===== src/rtl/fifo_pkg.sv =====
// Shared FIFO definitions: pointer width helper, read-mode names and the
// status flag bundle common to the single- and dual-clock FIFOs.
package fifo_pkg;

    localparam string FT_TRUE  = "TRUE";
    localparam string FT_FALSE = "FALSE";

    function automatic int ptr_width(input int asize);
        return asize + 1;
    endfunction

    typedef struct packed {
        logic full;
        logic empty;
        logic near_full;
        logic near_empty;
        logic over_flow;
        logic under_flow;
    } fifo_flags_t;

endpackage


===== src/rtl/fifo_mem.sv =====
// FIFO storage: register array with one synchronous write port and one
// combinational read port, shared by the single- and dual-clock FIFOs.
module fifo_mem
    import fifo_pkg::*;
#(
    parameter int DSIZE = 8,
    parameter int ASIZE = 4
) (
    input  logic             i_clk,
    input  logic             i_wen,
    input  logic [ASIZE-1:0] i_waddr,
    input  logic [DSIZE-1:0] i_wdata,
    input  logic [ASIZE-1:0] i_raddr,
    output logic [DSIZE-1:0] o_rdata
);

    localparam int DEPTH = 1 << ASIZE;

    logic [DSIZE-1:0] r_mem [DEPTH];

    always_ff @(posedge i_clk) begin
        if (i_wen) begin
            r_mem[i_waddr] <= i_wdata;
        end
    end

    assign o_rdata = r_mem[i_raddr];

endmodule


===== src/rtl/sync_fifo.sv =====
// Single-clock FIFO with exact fill level, run-time near-full/near-empty
// margins, overflow/underflow pulses, a high-water mark and a selectable read mode.
module sync_fifo
    import fifo_pkg::*;
#(
    parameter int    DSIZE       = 8,
    parameter int    ASIZE       = 4,
    parameter string FALLTHROUGH = "TRUE"
) (
    input  logic             clk,
    input  logic             rst_n,
    input  logic             clr,
    input  logic             wen,
    input  logic [DSIZE-1:0] wdata,
    input  logic             ren,
    input  logic [ASIZE:0]   near_full_mrgn,
    input  logic [ASIZE:0]   near_empty_mrgn,
    output logic [DSIZE-1:0] rdata,
    output logic             full,
    output logic             empty,
    output logic             near_full,
    output logic             near_empty,
    output logic             over_flow,
    output logic             under_flow,
    output logic [ASIZE:0]   level,
    output logic [ASIZE:0]   max_level
);

    localparam int          PW          = ptr_width(ASIZE);
    localparam int          DEPTH       = 1 << ASIZE;
    localparam logic [PW-1:0] DEPTH_W   = PW'(DEPTH);
    localparam fifo_flags_t FLAGS_RESET = fifo_flags_t'(6'b010000);

    logic [PW-1:0] r_wptr;
    logic [PW-1:0] r_rptr;
    logic [PW-1:0] r_level;
    logic [PW-1:0] r_max_level;
    fifo_flags_t   r_flags;

    logic          w_wacc;
    logic          w_racc;
    logic [PW-1:0] w_level_next;
    logic [PW-1:0] w_free_next;
    logic          w_full_next;
    logic          w_empty_next;
    fifo_flags_t   w_flags_next;
    logic [DSIZE-1:0] w_mem_rdata;

    // Acceptance is decided from the registered flags; clr blocks both sides.
    always_comb begin
        w_wacc       = wen && !r_flags.full  && !clr;
        w_racc       = ren && !r_flags.empty && !clr;
        w_level_next = r_level;
        if (clr) begin
            w_level_next = '0;
        end else if (w_wacc && !w_racc) begin
            w_level_next = r_level + PW'(1);
        end else if (!w_wacc && w_racc) begin
            w_level_next = r_level - PW'(1);
        end
        w_free_next  = DEPTH_W - w_level_next;
        w_full_next  = (w_level_next == DEPTH_W);
        w_empty_next = (w_level_next == '0);

        w_flags_next            = '0;
        w_flags_next.full       = w_full_next;
        w_flags_next.empty      = w_empty_next;
        w_flags_next.near_full  = !w_full_next  && (w_free_next  <= near_full_mrgn);
        w_flags_next.near_empty = !w_empty_next && (w_level_next <= near_empty_mrgn);
        w_flags_next.over_flow  = wen && r_flags.full  && !clr;
        w_flags_next.under_flow = ren && r_flags.empty && !clr;
    end

    always_ff @(posedge clk or negedge rst_n) begin
        if (!rst_n) begin
            r_wptr      <= '0;
            r_rptr      <= '0;
            r_level     <= '0;
            r_max_level <= '0;
            r_flags     <= FLAGS_RESET;
        end else begin
            r_level <= w_level_next;
            r_flags <= w_flags_next;
            if (clr) begin
                r_wptr      <= '0;
                r_rptr      <= '0;
                r_max_level <= '0;
            end else begin
                if (w_wacc) begin
                    r_wptr <= r_wptr + PW'(1);
                end
                if (w_racc) begin
                    r_rptr <= r_rptr + PW'(1);
                end
                if (w_level_next > r_max_level) begin
                    r_max_level <= w_level_next;
                end
            end
        end
    end

    fifo_mem #(
        .DSIZE (DSIZE),
        .ASIZE (ASIZE)
    ) u_mem (
        .i_clk   (clk),
        .i_wen   (w_wacc),
        .i_waddr (r_wptr[ASIZE-1:0]),
        .i_wdata (wdata),
        .i_raddr (r_rptr[ASIZE-1:0]),
        .o_rdata (w_mem_rdata)
    );

    // Fall-through exposes the head word directly; otherwise it is captured on each accepted read.
    if (FALLTHROUGH == FT_TRUE) begin : g_fallthrough
        assign rdata = w_mem_rdata;
    end else begin : g_registered
        logic [DSIZE-1:0] r_rdata;
        always_ff @(posedge clk or negedge rst_n) begin
            if (!rst_n) begin
                r_rdata <= '0;
            end else if (w_racc) begin
                r_rdata <= w_mem_rdata;
            end
        end
        assign rdata = r_rdata;
    end

    assign full       = r_flags.full;
    assign empty      = r_flags.empty;
    assign near_full  = r_flags.near_full;
    assign near_empty = r_flags.near_empty;
    assign over_flow  = r_flags.over_flow;
    assign under_flow = r_flags.under_flow;
    assign level      = r_level;
    assign max_level  = r_max_level;

endmodule


===== config.mk =====
export PLATFORM = sky130hd
export DESIGN_NAME = sync_fifo
export DESIGN_NICKNAME = d
export VERILOG_FILES = /design/src/rtl/fifo_pkg.sv /design/src/rtl/fifo_mem.sv /design/src/rtl/sync_fifo.sv
export SDC_FILE = /design/constraint.sdc
export NUM_CORES = 1
export LEC_CHECK = 0
export ABC_AREA = 1
export CAP_MARGIN = 20
export CORE_MARGIN = 2
export CORE_UTILIZATION = 43
export DETAILED_ROUTE_END_ITERATION = 16
export GPL_TIMING_DRIVEN = 0
export PLACE_DENSITY = 0.62
export SYNTH_ARGS = -nofsm -noshare
export SYNTH_HDL_FRONTEND = slang
export SYNTH_HIERARCHICAL = 1
export SYNTH_SLANG_ARGS = --single-unit
export TNS_END_PERCENT = 30

===== constraint.sdc =====
create_clock -name clk -period 2.88 [get_ports clk]
set_input_delay 0.432 -clock clk [delete_from_list [all_inputs] [get_ports clk]]
set_output_delay 0.432 -clock clk [all_outputs]
set_load 0.01 [all_outputs]

==> results of run 1 <==
==> worst max-delay path: stages, from the launching register on <==
cell             delay [ps]
dfrtp_1                 390
buf_2                   250
inv_1                   180
buf_4                   220
nand3_1                 130
nand3_1                 140
nand2_1                 120
clkdlybuf4s50_1         540
==> sequential cells by signal, summed over array words and instances, names as in the netlist <==
| register | count |
|---|---|
| u_mem/r_mem | 128 |
| level | 5 |
| max_level | 5 |
| r_rptr | 4 |
| r_wptr | 4 |
| empty | 1 |
| full | 1 |
| near_empty | 1 |
| near_full | 1 |
| over_flow | 1 |
| under_flow | 1 |
==> metrics by stage <==
step / utilization / TNS (ps) / setup slack, ps / cells
after CTS: 0.5184 / 0 / 23.37 / 1043
after global placement: 0.4825 / -1108 / -265.9 / 1010
after floorplan: - / 0 / 408.7 / 744
final: 0.5213 / 0 / 72.33 / 1044
after detailed placement: 0.4842 / -1657 / -421.2 / 1011
after global routing: 0.5213 / -47.82 / -47.82 / 1044
==> cell families after synthesis <==
family / Yosys count / synth area share
buf+inv: 165 / 0.09646
compound gates: 27 / 0.02109
simple gates: 376 / 0.2278
fa+ha+maj: 22 / 0.03803
xor+xnor: 2 / 0.002420
flops: 152 / 0.6142
==> power groups by stage <==
stage	registers (mW)	logic, mW	clock network (mW)
after global placement	2.55	1.77	0
after detailed placement	2.56	1.80	0
after CTS	2.52	1.82	2.14
after floorplan	2.57	1.10	0
after global routing	2.53	2.05	2.23
final	2.52	1.86	2.10
==> area by class of cell <==
type,count,area (um2),share of cell area
clock buffer,17,425.4,0.04938
tap,220,275.3,0.03195
sequential,152,4447,0.5162
buffer,25,178.9,0.02077
multi-input combinational,427,2125,0.2466
timing repair buffer,48,498.0,0.05781
inverter,140,529.3,0.06144
clock inverter,15,136.4,0.01583
==> how the worst max path moves through the flow <==
stage,endpoint,cells past startpoint
after floorplan,near_full,14
after global routing,near_full,15
after detailed placement,near_full,15
after CTS,near_full,14
final,rdata[3],7
after global placement,near_full,15
==> cells in the mapped netlist (all sizes together) <==
cell type and instances:
nand4 3, nand2 220, nand3b 4, nand3 116
ha 22, dfstp 1, nor3 5, buf 25
o21ai 10, a31oi 1, xnor2 2, o21a 1
nor2 27, o21bai 1, or2 1, inv 139
clkinv 1, a21oi 12, dfrtp 23, edfxtp 128
o221ai 2
==> cell usage in the layout, fill, tap and decap left out, types with 9 or more instances in the layout <==
master,instances
nand2_1,215
buf_2,11
clkbuf_16,17
ha_1,22
dfrtp_1,22
edfxtp_1,128
inv_1,133
clkdlybuf4s50_1,45
nor2_1,23
o21ai_0,9
a21oi_1,10
nand3_1,111
==> repair_timing <==
item / in CTS / in global routing
setup buffers: 0 / 1
hold endpoints to repair: 0 / 0
gates resized for setup: 1 / 14
endpoints found under the setup margin: 1 / 13
==> routing by layer <==
metal	GRT usage	vias up	share of wire
met5	0	-	0
met4	0.06324	0	0.017
met3	0.04300	22	0.066
met2	0.3402	191	0.48
met1	0.2778	2550	0.44
li1	-	2547	-
==> metrics.txt, run 1 <==
outcome complete, no violations; Skew-Pair Late Insertion Delay around 420 ps; post-DR vias/cell 5.086; Combinational Power Share 0.287; clk sink count ~150; Max IR drop VDD 459.9 uV; syn nets approximately 790; final net count 856; Setup Skew 9.385 ps; die area 17,890 um2; largest net degree at the start of global routing 17; Synth Area per Inst 9.729 um2; Synth area leader edfxtp_1; CP Launch Point r_rptr[2]; Synth cell types 34; Startpoint Class register; Hold WS 363.0 ps; crit path DAT 2380 ps; Post-Synthesis Cells between 700 and 800; reg2reg start level[1]; Final min period 2808 ps; Area growth syn-to-layout 19.01%; CP endpoint kind output pin; capture point of the worst reg-to-reg path near_full; internal cell power 4.429 mW; initial antenna violation count 0; Yosys top cell area share 0.5310; CORE AREA 16,520 um2; reg2reg path depth 14; CTS HTree Levels 4; slew margin rel. 0.3695; number of port buffers 46; n_diodes 0; # IOs 47; clock tree buffer depth 2; final hold violations 0; crit-path max FO 10; Slew @ Worst Pin 942.3 ps; Max Fclk 0.3562 GHz; part of the power in registers 0.389; Psw between 2 and 2.5 mW; switching share of power 0.3159; Final setup viols 0; drt pass-1 iters 6; share of cells above drive strength 1 0.1019; Wirelength per Cell around 17 um; DP Wirelength 12,240 um; Synth Warn # 6; CP Class register to output pin; Fill cells 1,472; first-pass GRT wire length 27,640 um; CTS Root Cell clkbuf_16; Clock Power Share 0.324; final instance area 8615 um2; synthesized area 7238 um2; Iter 0 DRT Violations roughly 400; gr ovfl total 0; number of max-cap violations 0; Detail Route Antenna Nets 0; die height 133.7 um; RSZ-0062 raised after global routing yes; Critical Path RT 2450 ps; register area share after synthesis 0.6142; vias in the first global route around 5,100; worst hold start clr; DRC Markers 0; Hold Crit Class input port to register; count of final max-slew check failures 0; P_leak 3.837 nW; Routed WL 17,790 um; CTS tree yes; Via Count about 5,300; Initial Util 0.4380; GRT Resource Usage Total 0.2071; placed instance area 8001 um2; final cycle utilization of the critical path 0.9749; total power 6.474 mW; ranking of synthesized cells by area edfxtp_1 (53%), nand2_1 (11%), dfrtp_1 (8.0%), nand3_1 (7.7%), inv_1 (6.9%); width of the die between 100 and 150 um; reg2reg setup slack around 140 ps; CTS buffer count 17; Post-CTS Hold Fix Bufs 0; PD cells approximately 750 nW/um2; clock transition at the registers of the reported paths 60 ps; synthesized flop and latch total 152; Final Wtd Congestion 0.8738; Worst Hold End under_flow; worst hold path depth 2; num rows 47
Power figures use the tool's default switching activity.
==> run 2: changes to the inputs <==
--- a/config.mk
+++ b/config.mk
@@ -10,8 +10,9 @@
 export CORE_MARGIN = 2
 export CORE_UTILIZATION = 43
 export DETAILED_ROUTE_END_ITERATION = 16
+export DONT_BUFFER_PORTS = 1
 export GPL_TIMING_DRIVEN = 0
-export PLACE_DENSITY = 0.62
+export PLACE_DENSITY = 0.59
 export SYNTH_ARGS = -nofsm -noshare
 export SYNTH_HDL_FRONTEND = slang
 export SYNTH_HIERARCHICAL = 1
==> run 2 against run 1 <==
Flip-flop and latch count stayed put; non-clock buffer count is 46 lower; die area stayed put; global-route usage is 0.080 points lower; sequential power hardly changed; setup slack better by 160 ps; largest cell class unchanged.
==> metrics.txt, run 2 (same netlist as run 1, synthesis figures left out) <==
outcome complete, no violations; switching share of power 0.3073 (-0.008656); Startpoint Class register; Final setup viols 0 (unchanged); CP Class register to register; Area growth syn-to-layout 12.84%; die area 17,890 um2 (unchanged); vias in the first global route 4,755 (-7.2%); gr ovfl total 0 (unchanged); Routed WL 17,720 um (-0.39%); commonest non-fill, non-tap cells in the layout nand2_1 (215), inv_1 (133), edfxtp_1 (128); leading cell type in the layout, fill and taps excluded nand2_1; final hold violations 0 (unchanged); crit path DAT 2990 ps (+610 ps); slew margin rel. 0.3601 (-0.009345); Finished Layout Cells 997 (-4.5%); Psw 1.952 mW (-4.6%); Via Count 5,076 (-4.4%); Detail Route Antenna Nets 0 (unchanged); clk sink count 152 (unchanged); Skew-Pair Late Insertion Delay 430 ps (about the same); internal cell power 4.401 mW (-0.62%); count of final max-slew check failures 0 (unchanged); Slew @ Worst Pin 956.3 ps (+13.97 ps); Critical Path RT 3220 ps (+770 ps); initial antenna violation count 0 (unchanged); n_diodes 0 (unchanged); width of the die 133.7 um (unchanged); drt pass-1 iters 5 (-1); Combinational Power Share 0.246 (-0.041); clock tree buffer depth 2 (unchanged); final cycle utilization of the critical path 0.9179 (-0.05701); part of the power in registers 0.400 (+0.011); die height 133.7 um (unchanged); CTS Root Cell clkbuf_16; clock transition at the registers of the reported paths 60 ps (about the same); final core utilization 0.4943 (-0.02703); num rows 47 (unchanged); crit-path max FO 8 (-2); Final min period 2643 ps (-164.2 ps); max reg flops 128 (unchanged); number of port buffers 0 (-100%); Final Wtd Congestion 0.8731 (about the same); number of max-cap violations 0 (unchanged); P_leak 3.671 nW (-4.3%); Hold WS 77.20 ps (-285.8 ps); met1 Track Usage GR 0.2818 (+0.003994); Clock Power Share 0.354 (+0.030); post-DR vias/cell 5.091 (about the same); CTS HTree Levels 4 (unchanged); DRC Markers 0 (unchanged); first-pass GRT wire length 27,250 um (-1.4%); largest reg by FF count u_mem/r_mem; GRT Resource Usage Total 0.2063 (-0.0007976); met2 Usage GRT 0.3239 (-0.01624); Wirelength per Cell 17.77 um (+4.3%); CORE AREA 16,520 um2 (unchanged); M3 GR Usage 0.04909 (+0.006088); Max IR drop VDD 460.0 uV (about the same); Hold Crit Class input port to register; Iter 0 DRT Violations 419 (+2.2%); # IOs 47 (unchanged); share of cells above drive strength 1 0.1030 (+0.001018); Max Fclk 0.3783 GHz (+6.2%); PD cells 777.9 nW/um2 (+3.5%); DP Wirelength 12,080 um (-1.3%); Setup Skew 12.19 ps (+2.800 ps); placed cell count 964 (-4.6%); GRT busiest layer met2; CP endpoint kind register; Initial Util 0.4380 (unchanged); final net count 810 (-5.4%); CTS buffer count 17 (unchanged); largest net degree at the start of global routing 25 (+8); CTS tree yes
## run 2: cell types whose count changed in the layout (fill, tap and decap cells not counted), moves of 2 or more
cell / before / now
bufinv_16: 2 / 4
clkbuf_1: 0 / 3
buf_2: 11 / 14
clkinv_2: 8 / 5
buf_4: 7 / 4
clkinvlp_4: 5 / 1
clkdlybuf4s50_1: 45 / 0
## run 2: what timing repair did
| item | in CTS | in global routing |
|---|---|---|
| gates resized for setup | 0 | 12 |
| setup endpoints to repair | 0 | 6 |
| hold buffers | 2 | 0 |
| hold endpoints to repair | 24 | 0 |
| buffers inserted | 0 | 0 |
## run 2: power groups by stage
stage / sequential, mW / clock [mW] / combinational (mW)
final: 2.54 / 2.25 / 1.57
after global routing: 2.55 / 2.36 / 1.75
after CTS: 2.54 / 2.29 / 1.55
after detailed placement: 2.58 / 0 / 1.53
after global placement: 2.58 / 0 / 1.51
after floorplan: 2.57 / 0 / 1.10
## run 2: layer usage
| metal | part of all wire | vias up |
|---|---|---|
| met5 | 0 | - |
| met4 | 0.014 | 0 |
| met3 | 0.067 | 22 |
| met2 | 0.47 | 154 |
| met1 | 0.44 | 2450 |
| li1 | - | 2450 |
## run 2: final cells by class
cell class	instances	area, um2
Tap cell	220	275.3
Timing Repair Buffer	2	30.03
Sequential cell	152	4448
Clock buffer	20	436.7
Clock inverter	11	155.1
Inverter	140	526.8
Buffer	25	171.4
Fill cell	1529	8357
Multi-Input combinational cell	427	2125
## run 2: metrics by stage
step	TNS [ps]	area, um2	power, mW	setup slack (ps)
CTS	0	8135	6.383	97.93
floorplan	0	7238	3.664	408.7
finish	0	8168	6.353	236.5
global route	-1.246	8168	6.659	-1.246
global placement	0	7513	4.090	182.1
detailed placement	0	7513	4.115	110.3
## run 2: final timing paths
check                           from          to  slack (ps)  cells past startpoint
max in group asynchronous      rst_n       empty        2200                      2
min in group asynchronous      rst_n   r_rptr[3]         450                      2
max                            empty   near_full         240                     15
min                              clr  under_flow          80                      1
min reg2reg                r_rptr[3]   r_rptr[3]         490                      1
max reg2reg                    empty   near_full         240                     15
## run 2: critical path, stage by stage (launching register included)
cell and delay [ps]:
dfstp_2 570, inv_1 80, nand2_4 110, nand3_4 130
nand2_1 100, nand2_1 90, nand3_4 120, ha_2 200
nand2_1 60, nor2_2 120, ha_1 230, inv_1 60
ha_1 240, a21oi_1 150, o221ai_1 120, a21oi_1 170
